===== config.mk =====
export PLATFORM = sky130hd
export DESIGN_NAME = seg7_bcd_display_flat
export DESIGN_NICKNAME = d
export VERILOG_FILES = /design/src/rtl/seg7_pkg.sv /design/src/rtl/seg7_bcd_display_if.sv /design/src/rtl/seg7_bcd_display_bin2bcd_seq.sv /design/src/rtl/seg7_bcd_display.sv /design/src/flat_wrapper.sv
export SDC_FILE = /design/constraint.sdc
export NUM_CORES = 1
export LEC_CHECK = 0
export ABC_AREA = 0
export ABC_CLOCK_PERIOD_IN_PS = 2950
export CAP_MARGIN = 20
export CORE_MARGIN = 2
export CORE_UTILIZATION = 38
export DETAILED_ROUTE_END_ITERATION = 10
export SLEW_MARGIN = 20
export SYNTH_ARGS = -nofsm -noshare
export SYNTH_HDL_FRONTEND = slang
export SYNTH_SLANG_ARGS = --single-unit
export TNS_END_PERCENT = 100

===== constraint.sdc =====
create_clock -name clk -period 2.95 [get_ports clk]
set_input_delay 0.59 -clock clk [delete_from_list [all_inputs] [get_ports clk]]
set_output_delay 0.59 -clock clk [all_outputs]
set_load 0.005 [all_outputs]

===== src/rtl/seg7_pkg.sv =====
// Shared constants and helpers for the multi-digit BCD 7-segment display slice.
// Latency: none (package only).
// Backpressure: n/a.
//
// Contents: active-low segment patterns (bit6=a ... bit0=g), FSM state encoding,
// pow10() for sizing the display range, and the per-nibble add-3 step.
package seg7_pkg;

    localparam logic [6:0] SEG_DIGIT [0:9] = '{
        ~7'b1111110, ~7'b0110000, ~7'b1101101, ~7'b1111001, ~7'b0110011,
        ~7'b1011011, ~7'b1011111, ~7'b1110000, ~7'b1111111, ~7'b1110011
    };
    localparam logic [6:0] SEG_DASH  = ~7'b0000001;
    localparam logic [6:0] SEG_BLANK = ~7'b0000000;
    localparam logic [6:0] SEG_E     = ~7'b1001111;

    typedef logic [1:0] state_t;
    localparam state_t ST_IDLE  = 2'd0;
    localparam state_t ST_SHIFT = 2'd1;
    localparam state_t ST_DONE  = 2'd2;

    function automatic logic [63:0] pow10(input int n);
        logic [63:0] r;
        r = 64'd1;
        for (int i = 0; i < n; i++) r = r * 64'd10;
        return r;
    endfunction

    // Double-dabble correction: a nibble of 5 or more would exceed 9 after
    // the following doubling, so bias it by 3 to carry into the next digit.
    function automatic logic [3:0] add3_adj(input logic [3:0] n);
        return (n >= 4'd5) ? n + 4'd3 : n;
    endfunction

    function automatic logic [6:0] seg_encode(input logic [3:0] d);
        logic [6:0] s;
        case (d)
            4'd0:    s = SEG_DIGIT[0];
            4'd1:    s = SEG_DIGIT[1];
            4'd2:    s = SEG_DIGIT[2];
            4'd3:    s = SEG_DIGIT[3];
            4'd4:    s = SEG_DIGIT[4];
            4'd5:    s = SEG_DIGIT[5];
            4'd6:    s = SEG_DIGIT[6];
            4'd7:    s = SEG_DIGIT[7];
            4'd8:    s = SEG_DIGIT[8];
            4'd9:    s = SEG_DIGIT[9];
            default: s = SEG_E;
        endcase
        return s;
    endfunction

endpackage


===== src/rtl/seg7_bcd_display_if.sv =====
// Input value handshake between the encoder logic and the display driver.
// Latency: n/a (wires only).
// Backpressure: source holds in_valid/in_data until in_ready; values offered while not ready are not queued.
//
// Signals: in_valid (source), in_data[DATA_W] (source), in_ready (display driver).
interface seg7_bcd_display_if #(
    parameter int DATA_W = 4
);
    logic              in_valid;
    logic              in_ready;
    logic [DATA_W-1:0] in_data;

    modport master (output in_valid, output in_data, input in_ready);
    modport slave  (input in_valid, input in_data, output in_ready);
endinterface


===== src/rtl/seg7_bcd_display_bin2bcd_seq.sv =====
// Sequential shift-add-3 binary to BCD converter, one bit per clock.
// Latency: DATA_W shift_i cycles after start_i; last_o flags the final shift cycle.
// Backpressure: none; the controller owns sequencing via start_i/shift_i.
//
// Ports: clk, reset (sync, high), start_i/bin_i load a value and clear the BCD
// register, shift_i advances one bit, last_o high during the DATA_W-th shift,
// bcd_o the 4*NUM_DIGITS-bit result (valid after that shift).
module bin2bcd_seq
    import seg7_pkg::*;
#(
    parameter int DATA_W     = 4,
    parameter int NUM_DIGITS = 2
) (
    input  logic                    clk,
    input  logic                    reset,
    input  logic                    start_i,
    input  logic                    shift_i,
    input  logic [DATA_W-1:0]       bin_i,
    output logic                    last_o,
    output logic [4*NUM_DIGITS-1:0] bcd_o
);
    localparam int BCD_W = 4 * NUM_DIGITS;
    localparam int CNT_W = $clog2(DATA_W + 1);

    logic [DATA_W-1:0] bin_q, bin_d;
    logic [BCD_W-1:0]  bcd_q, bcd_d, adj;
    logic [CNT_W-1:0]  cnt_q, cnt_d;

    always_comb begin
        adj = '0;
        for (int i = 0; i < NUM_DIGITS; i++) adj[4*i +: 4] = add3_adj(bcd_q[4*i +: 4]);
        bin_d = bin_q;
        bcd_d = bcd_q;
        cnt_d = cnt_q;
        if (start_i) begin
            bin_d = bin_i;
            bcd_d = '0;
            cnt_d = '0;
        end else if (shift_i) begin
            // Corrected BCD and binary shift as one register; the BCD MSB drops
            // off when the value exceeds the display range (caught as overflow upstream).
            {bcd_d, bin_d} = {adj[BCD_W-2:0], bin_q, 1'b0};
            cnt_d          = cnt_q + CNT_W'(1);
        end
    end

    always_ff @(posedge clk) begin
        if (reset) begin
            bin_q <= '0;
            bcd_q <= '0;
            cnt_q <= '0;
        end else begin
            bin_q <= bin_d;
            bcd_q <= bcd_d;
            cnt_q <= cnt_d;
        end
    end

    assign last_o = (cnt_q == CNT_W'(DATA_W - 1));
    assign bcd_o  = bcd_q;
endmodule


===== src/rtl/seg7_bcd_display.sv =====
// Multi-digit active-low 7-segment driver: binary in, BCD by shift-add-3, per-digit encode.
// Latency: new value on seg_n DATA_W+1 edges after the accept edge; disp_en changes show one edge later.
// Backpressure: in_ready only while idle; in_valid during a conversion is ignored, not queued.
//
// Ports: clk, reset (sync, high); in_if (slave: in_valid, in_ready, in_data);
// disp_en (0 = dashes on every digit); busy (conversion in progress);
// seg_n[7*NUM_DIGITS] with digit i at [7*i+6:7*i], digit 0 rightmost.
// Build option: LEADING_ZERO_BLANK_EN blanks digits above the most significant non-zero digit.
module seg7_bcd_display
    import seg7_pkg::*;
#(
    parameter int DATA_W     = 4,
    parameter int NUM_DIGITS = 2
) (
    input  logic                    clk,
    input  logic                    reset,
    seg7_bcd_display_if.slave       in_if,
    input  logic                    disp_en,
    output logic                    busy,
    output logic [7*NUM_DIGITS-1:0] seg_n
);
    localparam int          BCD_W   = 4 * NUM_DIGITS;
    localparam int          SEG_W   = 7 * NUM_DIGITS;
    localparam logic [63:0] MAX_VAL = pow10(NUM_DIGITS) - 64'd1;
`ifdef LEADING_ZERO_BLANK_EN
    localparam bit BLANK_EN = 1'b1;
`else
    localparam bit BLANK_EN = 1'b0;
`endif

    state_t           state_q, state_d;
    logic             rdy_q, rdy_d;
    logic             busy_q, busy_d;
    logic             ovf_q, ovf_d;
    logic             disp_vld_q, disp_vld_d;   // a conversion has completed since reset
    logic             disp_ovf_q, disp_ovf_d;
    logic [BCD_W-1:0] disp_bcd_q, disp_bcd_d;
    logic [SEG_W-1:0] seg_q, seg_d;

    logic             start, shift, latch, last;
    logic [BCD_W-1:0] bcd;
    logic [3:0]       nib;
    logic             nz;

    bin2bcd_seq #(.DATA_W(DATA_W), .NUM_DIGITS(NUM_DIGITS)) u_bin2bcd (
        .clk     (clk),
        .reset   (reset),
        .start_i (start),
        .shift_i (shift),
        .bin_i   (in_if.in_data),
        .last_o  (last),
        .bcd_o   (bcd)
    );

    always_comb begin
        state_d = state_q;
        ovf_d   = ovf_q;
        start   = 1'b0;
        shift   = 1'b0;
        latch   = 1'b0;
        case (state_q)
            ST_IDLE: begin
                if (in_if.in_valid) begin
                    start   = 1'b1;
                    ovf_d   = 64'(in_if.in_data) > MAX_VAL;
                    state_d = ST_SHIFT;
                end
            end
            ST_SHIFT: begin
                shift = 1'b1;
                if (last) state_d = ST_DONE;
            end
            ST_DONE: begin
                latch   = 1'b1;
                state_d = ST_IDLE;
            end
            default: state_d = ST_IDLE;
        endcase
        rdy_d  = (state_d == ST_IDLE);
        busy_d = (state_d != ST_IDLE);
    end

    // The segment register is encoded from the display state it will hold
    // after this edge, so a completed result appears on the DONE edge itself.
    always_comb begin
        disp_vld_d = disp_vld_q | latch;
        disp_ovf_d = latch ? ovf_q : disp_ovf_q;
        disp_bcd_d = latch ? bcd : disp_bcd_q;
        seg_d      = '0;
        nib        = '0;
        nz         = 1'b0;
        // Walk from the most significant digit so nz means "some digit at or above i is non-zero".
        for (int i = NUM_DIGITS - 1; i >= 0; i--) begin
            nib = disp_bcd_d[4*i +: 4];
            nz  = nz | (nib != 4'd0);
            if (!disp_en || !disp_vld_d)         seg_d[7*i +: 7] = SEG_DASH;
            else if (disp_ovf_d)                 seg_d[7*i +: 7] = SEG_E;
            else if (BLANK_EN && !nz && i != 0)  seg_d[7*i +: 7] = SEG_BLANK;
            else                                 seg_d[7*i +: 7] = seg_encode(nib);
        end
    end

    always_ff @(posedge clk) begin
        if (reset) begin
            state_q    <= ST_IDLE;
            rdy_q      <= 1'b1;
            busy_q     <= 1'b0;
            ovf_q      <= 1'b0;
            disp_vld_q <= 1'b0;
            disp_ovf_q <= 1'b0;
            disp_bcd_q <= '0;
            seg_q      <= {NUM_DIGITS{SEG_DASH}};
        end else begin
            state_q    <= state_d;
            rdy_q      <= rdy_d;
            busy_q     <= busy_d;
            ovf_q      <= ovf_d;
            disp_vld_q <= disp_vld_d;
            disp_ovf_q <= disp_ovf_d;
            disp_bcd_q <= disp_bcd_d;
            seg_q      <= seg_d;
        end
    end

    assign in_if.in_ready = rdy_q;
    assign busy           = busy_q;
    assign seg_n          = seg_q;
endmodule


===== src/flat_wrapper.sv =====
// flat-port wrapper written by rule: the top's interface ports become plain ports
module seg7_bcd_display_flat import seg7_pkg::*;
#(
    parameter int DATA_W     = 4,
    parameter int NUM_DIGITS = 2
)
  (clk, reset, disp_en, busy, seg_n, in_if_in_valid, in_if_in_data, in_if_in_ready);
  seg7_bcd_display_if #(.DATA_W(DATA_W)) in_if_i ();
  input  logic clk;
  input  logic reset;
  input  logic disp_en;
  output logic busy;
  output logic [7*NUM_DIGITS-1:0] seg_n;
  input wire logic [$bits(in_if_i.in_valid)-1:0] in_if_in_valid;
  input wire logic [$bits(in_if_i.in_data)-1:0] in_if_in_data;
  output wire logic [$bits(in_if_i.in_ready)-1:0] in_if_in_ready;
  assign in_if_i.in_valid = in_if_in_valid;
  assign in_if_i.in_data = in_if_in_data;
  assign in_if_in_ready = in_if_i.in_ready;
  seg7_bcd_display #(.DATA_W(DATA_W), .NUM_DIGITS(NUM_DIGITS)) u_core (.clk(clk), .reset(reset), .in_if(in_if_i), .disp_en(disp_en), .busy(busy), .seg_n(seg_n));
endmodule

# --- After elaboration in Yosys (flattened, before gate mapping) ---
# Memory sizes are Yosys's and may differ from the RTL's.
# Cells that the tools add are included.
word_totals:
  ff_bits: 43
  mem_bits_ro: 224
  inputBits: 8
  output_inout_bits: 16
  word_cells: 47
  memories: 2
memory_table:
  columns: ["name", "depth", "width", "read_ports", "rd_clocked_by_memory_dff", "write_ports", "line_no", "text"]
  rows:
  - ["(name not given)", 16, 7, 1, 0, 0, "seg7_pkg.sv:37", "case (d)"]
  - ["(name not given)", 16, 7, 1, 0, 0, "seg7_pkg.sv:37", null]
classes:
  n_addsub: 3
  order_cmp: 2
  eq_ne: 3
  n_mux: 15
  bitwise_logic: 1
  reduce_logical: 10
ops:
  columns: ["cell", "count"]
  rows:
  - ["two-way mux 7 bit", 2]
  - ["two-way mux 4 bit", 3]
  - ["greater-or-equal comparator 4 x 3 -> 1 bit (second input constant)", 2]
  - ["two-way mux 8 bit", 1]
  - ["two-way mux 1 bit", 5]
  - ["adder 4 x 2 -> 4 bit (second input constant)", 1]
  - ["zero test 2 bit", 2]
  - ["two-way mux 2 bit", 2]
  - ["one-hot mux 2 bit (2 select lines)", 1]
  - ["nonzero test 2 bit", 2]
  - ["OR reduction 2 bit", 2]
  - ["adder 3 x 1 -> 3 bit (second input constant)", 1]
  - ["adder 3 x 2 -> 3 bit (second input constant)", 1]
  - ["equality test 3 x 2 -> 1 bit (second input constant)", 1]
  - ["two-way mux 3 bit", 1]
  - ["OR reduction 3 bit", 1]
  - ["equality test 2 x 1 -> 1 bit (second input constant)", 1]
  - ["equality test 2 bit (second input constant)", 1]
  - ["zero test 1 bit", 2]
  - ["logical OR 1 bit", 1]
  - ["bitwise OR 1 bit", 1]

# --- Logic depth before layout (Yosys ltp) ---
# Gate-level depths: netlist of the first run.
logic_depth:
  depth_word: 6
  ltp_mapped: 9
  ltp_nobuf: 7

# --- Modules after synthesis ---
# A second synthesis of the first run with hierarchy kept.
hier_totals:
  cells_unflattened: 225
  hier_area_um2: 2149.6
modules_own_cells:
  columns: ["module", "instances", "cells_each", "area_per_inst_um2", "seq_area_each_um2"]
  rows:
  - ["seg7_bcd_display", 1, 130, 1305.0, 560.5]
  - ["bin2bcd_seq", 1, 95, 844.6, 300.3]

# --- Worst setup path before layout of the first run ---
# OpenSTA, ideal clock, no wires.
synth_path:
  path_type: "register to register"
  from: "register u_core.state_q[1]"
  to: "register u_core.seg_q[2] (netlist: u_core.seg_n[2])"
  setup_time_ps: 122
  t_arrival_ps: 1948
  required_time_ps: 2828
  slack_ps: 880
  path_stages_with_launch: 10
  path_buffers: 2
  synth_period_minus_slack_ps: 2070
  path_cell_list: "dfxtp_1 -> nand2b_1 -> buf_6 -> buf_2 -> nor2_1 -> a21oi_1 -> inv_1 -> ha_1 -> a21o_1 -> a311o_1"
synth_via:
  elab_cells_between_ends: 10
  classes_between: "eq/ne (1); mux (4); bitwise (1); reduce/logical (3); memory (1)"
synth_rtl:
  columns: ["item", "line_no", "text"]
  rows:
  - ["start, declared", "seg7_bcd_display.sv:31", "state_t state_q, state_d;"]
  - ["start signal, assigned", "seg7_bcd_display.sv:114", "state_q <= state_d;"]
  - ["equality test 2 bit", "seg7_bcd_display.sv:61", "case (state_q)"]
  - ["two-way mux 1 bit", "seg7_bcd_display.sv:61", null]
  - ["two-way mux 8 bit", "seg7_bcd_display.sv:88", "disp_bcd_d = latch ? bcd : disp_bcd_q;"]
  - ["named net u_core.disp_bcd_d[0]", "seg7_bcd_display.sv:37", "logic [BCD_W-1:0] disp_bcd_q, disp_bcd_d;"]
  - ["memory read (16 x 7 bit)", null, null]
  - ["two-way mux 7 bit", "seg7_bcd_display.sv:97", "else if (disp_ovf_d) seg_d[7*i +: 7] = SEG_E;"]
  - ["end signal, assigned", "seg7_bcd_display.sv:112", "seg_q <= {NUM_DIGITS{SEG_DASH}};"]
  - ["end signal, assigned", "seg7_bcd_display.sv:121", "seg_q <= seg_d;"]
  - ["end, declared", "seg7_bcd_display.sv:38", "logic [SEG_W-1:0] seg_q, seg_d;"]
# The timed path passes the listed nets, and every way through them passes these cells.
# A chain may end at the register's enable or synchronous reset.

# --- Worst setup path in the final report of the first run ---
# Same ends and word-level chain as after synthesis.

==> summary.md, run 1 <==
| Metric | Value |
|---|---|
| Required @ worst endpoint | `approximately 3.2 ns` |
| Setup TNS | `0 ns` |
| Max clock buf depth | `2` |
| Outcome | `completed` |
| CORE AREA | `around 5400 um2` |
| Final min period | `~2.4 ns` |
| Commonest non-fill, non-tap cell in the layout | `dfxtp_1` |
| Pwr dens | `around 450 nW/um2` |
| Tcrit/Tclk final | `between 80 and 90%` |
| Max-Slew Margin vs Limit | `a little over half` |
| Clock power share | `around 42%` |
| Mapped Area | `2130 um2` |
| Yosys warning count | `0` |
| Drt initial violations | `roughly 80` |
| DR DRC count | `0` |
| Initial antenna violation count | `0` |
| FF+latch count, synth | `43` |
| Largest net degree at the start of global routing | `19` |
| Power share of the sequential group | `around 52%` |
| Syn Area/Cell | `9.09 um2` |
| Standard-cell rows | `27` |
| Commonest non-fill, non-tap cells in the layout | `dfxtp_1, nor2_1, clkdlybuf4s50_1` |
| Worst Setup End Kind | `flip-flop` |
| Net Sw Power | `249 uW` |
| Post-Syn Instances | `approximately 230` |
| Hold Crit Class | `reg2reg` |
| Routed vias | `about 1,700` |
| Vias in the first global route | `around 1,600` |
| CTS H-tree lvls | `2` |
| Die height | `around 79 um` |
| GR Util All Layers | `between 10 and 15%` |
| Max-slew violations | `0` |
| Total power draw | `roughly 1100 uW` |
| Max_cap viols | `0` |
| First-pass GRT wire length | `between 7000 and 8000 um` |
| ANT cells | `0` |
| HP Start | `u_core.u_bin2bcd.bin_q[3]$_SDFFE_PP0P_` |
| Crit Path Max Fanout | `16` |
| # IOs | `24` |
| Final hold violation count | `0` |
| Final core utilization | `roughly 47%` |
| Total congestion overflow | `0` |
| Routed Antenna Nets | `0` |
| Static Leak | `between 0.001 and 0.0015 uW` |
| Combinational Power Share | `roughly 5.3%` |
| DRT Wirelength | `roughly 4300 um` |
| RSZ-0062 raised after global routing | `false` |
| Setup CP Type | `reg2reg` |
| Worst-path clk slew | `approximately 0.080 ns` |
| Setup bufs post-CTS | `0` |
| Setup violations, final | `0` |
| Sw Ratio | `21.8%` |
| Worst endpoint data arrival time | `2.63 ns` |
| Max frequency | `between 0.4 and 0.5 GHz` |
| Clock root buffer | `clkbuf_8` |
| Die X | `slightly below 80 um` |
| Int Pwr | `approximately 890 uW` |
| Most used DFF post-synth | `dfxtp_1` |
| Peak supply drop | `slightly below 0.0003 V` |
| Drt wl/cell | `approximately 13 um` |
| Layout cell share with drive strength beyond 1 | `under 10%` |
| Post-DR vias/cell | `4.99` |
| Synth async-reset ratio | `0%` |
| Initial Util | `between 30% and 40%` |
| RePlAce Congestion | `0.814` |
| Hold buffer count at CTS | `0` |
| Syn_nets | `between 200 and 300` |
| Post_cts resized | `0` |
| CTS buffer count | `5` |
| Die ar. | `between 6000 and 7000 um2` |
| Critical path startpoint | `u_core.state_q[1]$_SDFF_PP0_` |
| Post-layout instance area | `roughly 2600 um2` |
| Final HPWL DP | `between 3000 and 4000 um` |
| Area after DPL | `about 2400 um2` |
| Clk sink count | `43` |
| Clock tree from TritonCTS | `done` |
| Insertion delay to the later sink of the worst-skew pair | `0.30 ns` |
| First drt pass iteration count | `4` |
| Crit start category | `flip-flop` |
| Clock Skew | `~0.0050 ns` |
| Area Growth Syn to Fin | `20.2%` |
| Worst Tran Pin Value | `0.673 ns` |
| Synth cell types | `39` |
| Worst r2r src | `u_core.state_q[1]$_SDFF_PP0_` |
| EDFF count, synth | `0` |
| Sequential area share after synthesis | `between 40 and 50%` |
| Nets@finish | `286` |
| IO buf count | `23` |
worst paths after layout:
check,end,slack [ns],cells past startpoint
hold reg to reg,u_core.u_bin2bcd.bcd_o[0]$_SDFFE_PP0P_,0.46,2
setup reg to reg,u_core.seg_n[2]$_SDFF_PP1_,0.56,6
hold / removal,u_core.u_bin2bcd.bcd_o[0]$_SDFFE_PP0P_,0.46,2
setup / recovery,u_core.seg_n[2]$_SDFF_PP1_,0.56,6
flip-flops by register name, summed over array words and instances (netlist names):
register / flops
u_core.u_bin2bcd.bin_q: 4
u_core.disp_ovf_q: 1
u_core.u_bin2bcd.cnt_q: 3
u_core.state_q: 2
u_core.seg_n: 14
u_core.disp_vld_q: 1
u_core.disp_bcd_q: 8
u_core.in_if.in_ready: 1
u_core.busy: 1
u_core.u_bin2bcd.bcd_o: 8
metal layers:
layer	vias to the layer above	GRT usage, %	routed length [um]
li1	860	-	-
met1	771	18.9	2060
met2	26	24.1	1980
met3	5	3.64	158
met4	0	5.69	52
met5	-	0	0
synth_stat cells (all sizes together), types with 3 or more instances:
| library cell | count | area share [%] |
|---|---|---|
| nor3 | 5 | 1.2 |
| nor2 | 26 | 4.6 |
| nand2 | 21 | 3.7 |
| or3 | 6 | 1.8 |
| a21oi | 12 | 2.8 |
| o31ai | 4 | 1.4 |
| and2 | 3 | 0.88 |
| nand2b | 7 | 2.1 |
| mux2i | 8 | 6.5 |
| nand3 | 6 | 1.4 |
| nor2b | 3 | 0.88 |
| o21ai | 14 | 3.3 |
| clkbuf | 5 | 0.94 |
| nor3b | 3 | 1.1 |
| o22ai | 3 | 0.88 |
| buf | 4 | 1.2 |
| dfxtp | 43 | 40 |
| a31oi | 6 | 1.8 |
| inv | 13 | 2.3 |
| ha | 18 | 11 |
layout make-up:
type	count	area [um2]
Tap cell	72	90.1
Multi-Input combinational cell	169	1170
Fill cell	539	2880
Clock buffer	6	82.6
Timing Repair Buffer	28	268
Sequential cell	43	861
Clock inverter	2	35.0
Inverter	13	48.8
worst max-delay path, stage by stage, from the launching register on:
cell and delay (ns):
dfxtp_1 0.63, nand2b_1 0.46, mux2i_2 0.51, inv_1 0.17, ha_1 0.22, o211ai_1 0.17
a311o_1 0.18
cells by family after synthesis:
group                      share of synthesized area (%)
adders and majority gates                           10.6
DFF                                                 40.5
AOI/OAI and AO/OA                                   15.9
and+or+nand+nor                                     20.2
buffers and inverters                               4.47
muxes                                               7.53
xor gates and xnor gates                           0.824
stage by stage:
step	std cells	hold slack, ns	setup slack, ns
6_report	333	0.459	0.558
5_1_grt	333	0.490	0.367
4_1_cts	333	0.463	0.520
3_5_place_dp	325	0.451	0.572
3_3_place_gp	325	0.446	0.595
2_1_floorplan	234	0.432	0.880
power groups by stage:
stage,combinational [uW],clock (uW),sequential (uW)
global route,68.5,517,600
global placement,61.0,0,612
CTS,61.5,496,598
finish,60.5,483,598
floorplan,41.2,0,608
detailed placement,61.3,0,612
Note: power is estimated with default switching activity, not from simulation.
==> inputs of run 2 (changes only) <==
--- a/config.mk
+++ b/config.mk
@@ -6,7 +6,7 @@
 export NUM_CORES = 1
 export LEC_CHECK = 0
 export ABC_AREA = 0
-export ABC_CLOCK_PERIOD_IN_PS = 2950
+export ABC_CLOCK_PERIOD_IN_PS = 2230
 export CAP_MARGIN = 20
 export CORE_MARGIN = 2
 export CORE_UTILIZATION = 38
==> constraint.sdc (replaced) <==
create_clock -name clk -period 2.23 [get_ports clk]
set_input_delay 0.446 -clock clk [delete_from_list [all_inputs] [get_ports clk]]
set_output_delay 0.446 -clock clk [all_outputs]
set_load 0.005 [all_outputs]
==> summary.md, run 2 (synthesis gave the netlist of run 1 again) <==
| Metric | Value |
|---|---|
| Outcome | `completed` |
| Final min period | `slightly above 2 ns` |
| # IOs | `24` |
| Area of the multi-input gates | `1170 um2` |
| Die ar. | `6210 um2` |
| Crit Path Max Fanout | `9` |
| Pwr dens | `approximately 520 nW/um2` |
| Setup TNS | `0 ns` |
| GR Util All Layers | `between 10% and 20%` |
| Clock Skew | `approximately 0.0037 ns` |
| Setup violations, final | `0` |
| Sw Ratio | `a little under a quarter` |
| Fillcell total | `about 550` |
| Clock power share | `between 30% and 40%` |
| Worst endpoint data arrival time | `~2.2 ns` |
| Routed vias | `1,654` |
| Total congestion overflow | `0` |
| CTS H-tree lvls | `2` |
| DR DRC count | `0` |
| Combinational Power Share | `under 10%` |
| Int Pwr | `1030 uW` |
| IO buf count | `23` |
| First-pass GRT wire length | `7310 um` |
| Worst-path clk slew | `roughly 0.080 ns` |
| Die height | `78.8 um` |
| First drt pass iteration count | `4` |
| Die X | `78.8 um` |
| Post-DR vias/cell | `a little under 5` |
| Standard-cell rows | `27` |
| Hold Crit Class | `reg2reg` |
| Max frequency | `between 0.4 and 0.5 GHz` |
| RePlAce Congestion | `0.756` |
| Commonest non-fill, non-tap cells in the layout | `dfxtp_1, nor2_1, clkdlybuf4s50_1` |
| Nets@finish | `290` |
| Insertion delay to the later sink of the worst-skew pair | `approximately 0.29 ns` |
| Post-Layout Cell Count | `335` |
| Final hold violation count | `0` |
| Drt initial violations | `85` |
| Post_cts resized | `0` |
| DRT Wirelength | `4200 um` |
| Max-slew violations | `0` |
| CTS buffer count | `5` |
| Peak supply drop | `0.000325 V` |
| R2R Setup Slk | `around 0.21 ns` |
| Area Growth Syn to Fin | `19.5%` |
| Vias in the first global route | `about 1,600` |
| RSZ-0062 raised after global routing | `false` |
| Setup bufs post-CTS | `0` |
| Crit start category | `flip-flop` |
| Clock tree from TritonCTS | `done` |
| Commonest non-fill, non-tap cell in the layout | `dfxtp_1` |
| Initial antenna violation count | `0` |
| Tcrit/Tclk final | `between 90 and 100%` |
| Setup CP Type | `reg2reg` |
| Drt wl/cell | `about 13 um` |
| Required @ worst endpoint | `2.41 ns` |
| Clk sink count | `43` |
| Max clock buf depth | `2` |
| Max reg flops | `14` |
| Power share of the sequential group | `59.2%` |
| Worst Setup End Kind | `flip-flop` |
| Cells after DPL | `between 300 and 400` |
| ANT cells | `0` |
| Largest net degree at the start of global routing | `19` |
| Worst Tran Pin Value | `between 0.6 and 0.7 ns` |
| Clock root buffer | `clkbuf_8` |
| Net Sw Power | `301 uW` |
| FF/Latch Area | `between 800 and 900 um2` |
| CORE AREA | `roughly 5400 um2` |
| Max_cap viols | `0` |
| Static Leak | `about 0.001 uW` |
| Hold buffer count at CTS | `0` |
| Final HPWL DP | `3050 um` |
| Layout cell share with drive strength beyond 1 | `about a tenth` |
| Max-Slew Margin vs Limit | `a little under three fifths` |
| Routed Antenna Nets | `0` |
| Initial Util | `between 30% and 40%` |
[run 2: worst paths after layout]
path | startpoint | to | cells after the start
worst max-delay path | u_core.state_q[0]$_SDFF_PP0_ | u_core.seg_n[9]$_SDFF_PP1_ | 5
worst min-delay path | u_core.u_bin2bcd.bin_q[3]$_SDFFE_PP0P_ | u_core.u_bin2bcd.bcd_o[0]$_SDFFE_PP0P_ | 2
worst max register to register | u_core.state_q[0]$_SDFF_PP0_ | u_core.seg_n[9]$_SDFF_PP1_ | 5
worst min register to register | u_core.u_bin2bcd.bin_q[3]$_SDFFE_PP0P_ | u_core.u_bin2bcd.bcd_o[0]$_SDFFE_PP0P_ | 2
[run 2: metal layers]
layer / global-route usage (%) / vias up / routed length, um
met5: 0 / - / 0
met4: 7.07 / 0 / 57
met3: 3.30 / 7 / 143
met2: 23.8 / 28 / 1940
met1: 18.5 / 747 / 2060
li1: - / 872 / -
[run 2: power by group through the flow]
| stage | Combinational (uW) | Clock (uW) | Sequential (uW) |
|---|---|---|---|
| finish | 87.0 | 456 | 788 |
| global route | 98.3 | 505 | 789 |
| CTS | 88.3 | 474 | 788 |
| detailed placement | 87.8 | 0 | 806 |
| global placement | 87.1 | 0 | 805 |
| floorplan | 54.5 | 0 | 805 |
[run 2: layout make-up]
| cell class | count | area share, % |
|---|---|---|
| Clock buffer | 6 | 2.86 |
| Inverter | 13 | 1.92 |
| Multi-Input combinational cell | 169 | 46.1 |
| Sequential cell | 43 | 33.9 |
| Tap cell | 72 | 3.55 |
| Timing Repair Buffer | 32 | 11.7 |
[run 2: worst max-delay path, stage by stage, from the launching register on]
cell and delay (ns):
dfxtp_1 0.33, nand2b_1 0.41, buf_4 0.26, mux2i_2 0.42, o211ai_1 0.17, a311o_1 0.33
[run 2: through the flow]
stage	utilization [%]	hold WS [ns]	instance area [um2]	worst slack [ns]	power, uW
global route	46.7	0.482	2540	0.0722	1390
CTS	46.7	0.458	2540	0.208	1350
detailed placement	45.4	0.448	2470	0.227	894
global placement	45.4	0.442	2470	0.354	892
floorplan	-	0.432	2130	0.160	859
finish	46.7	0.455	2540	0.209	1330
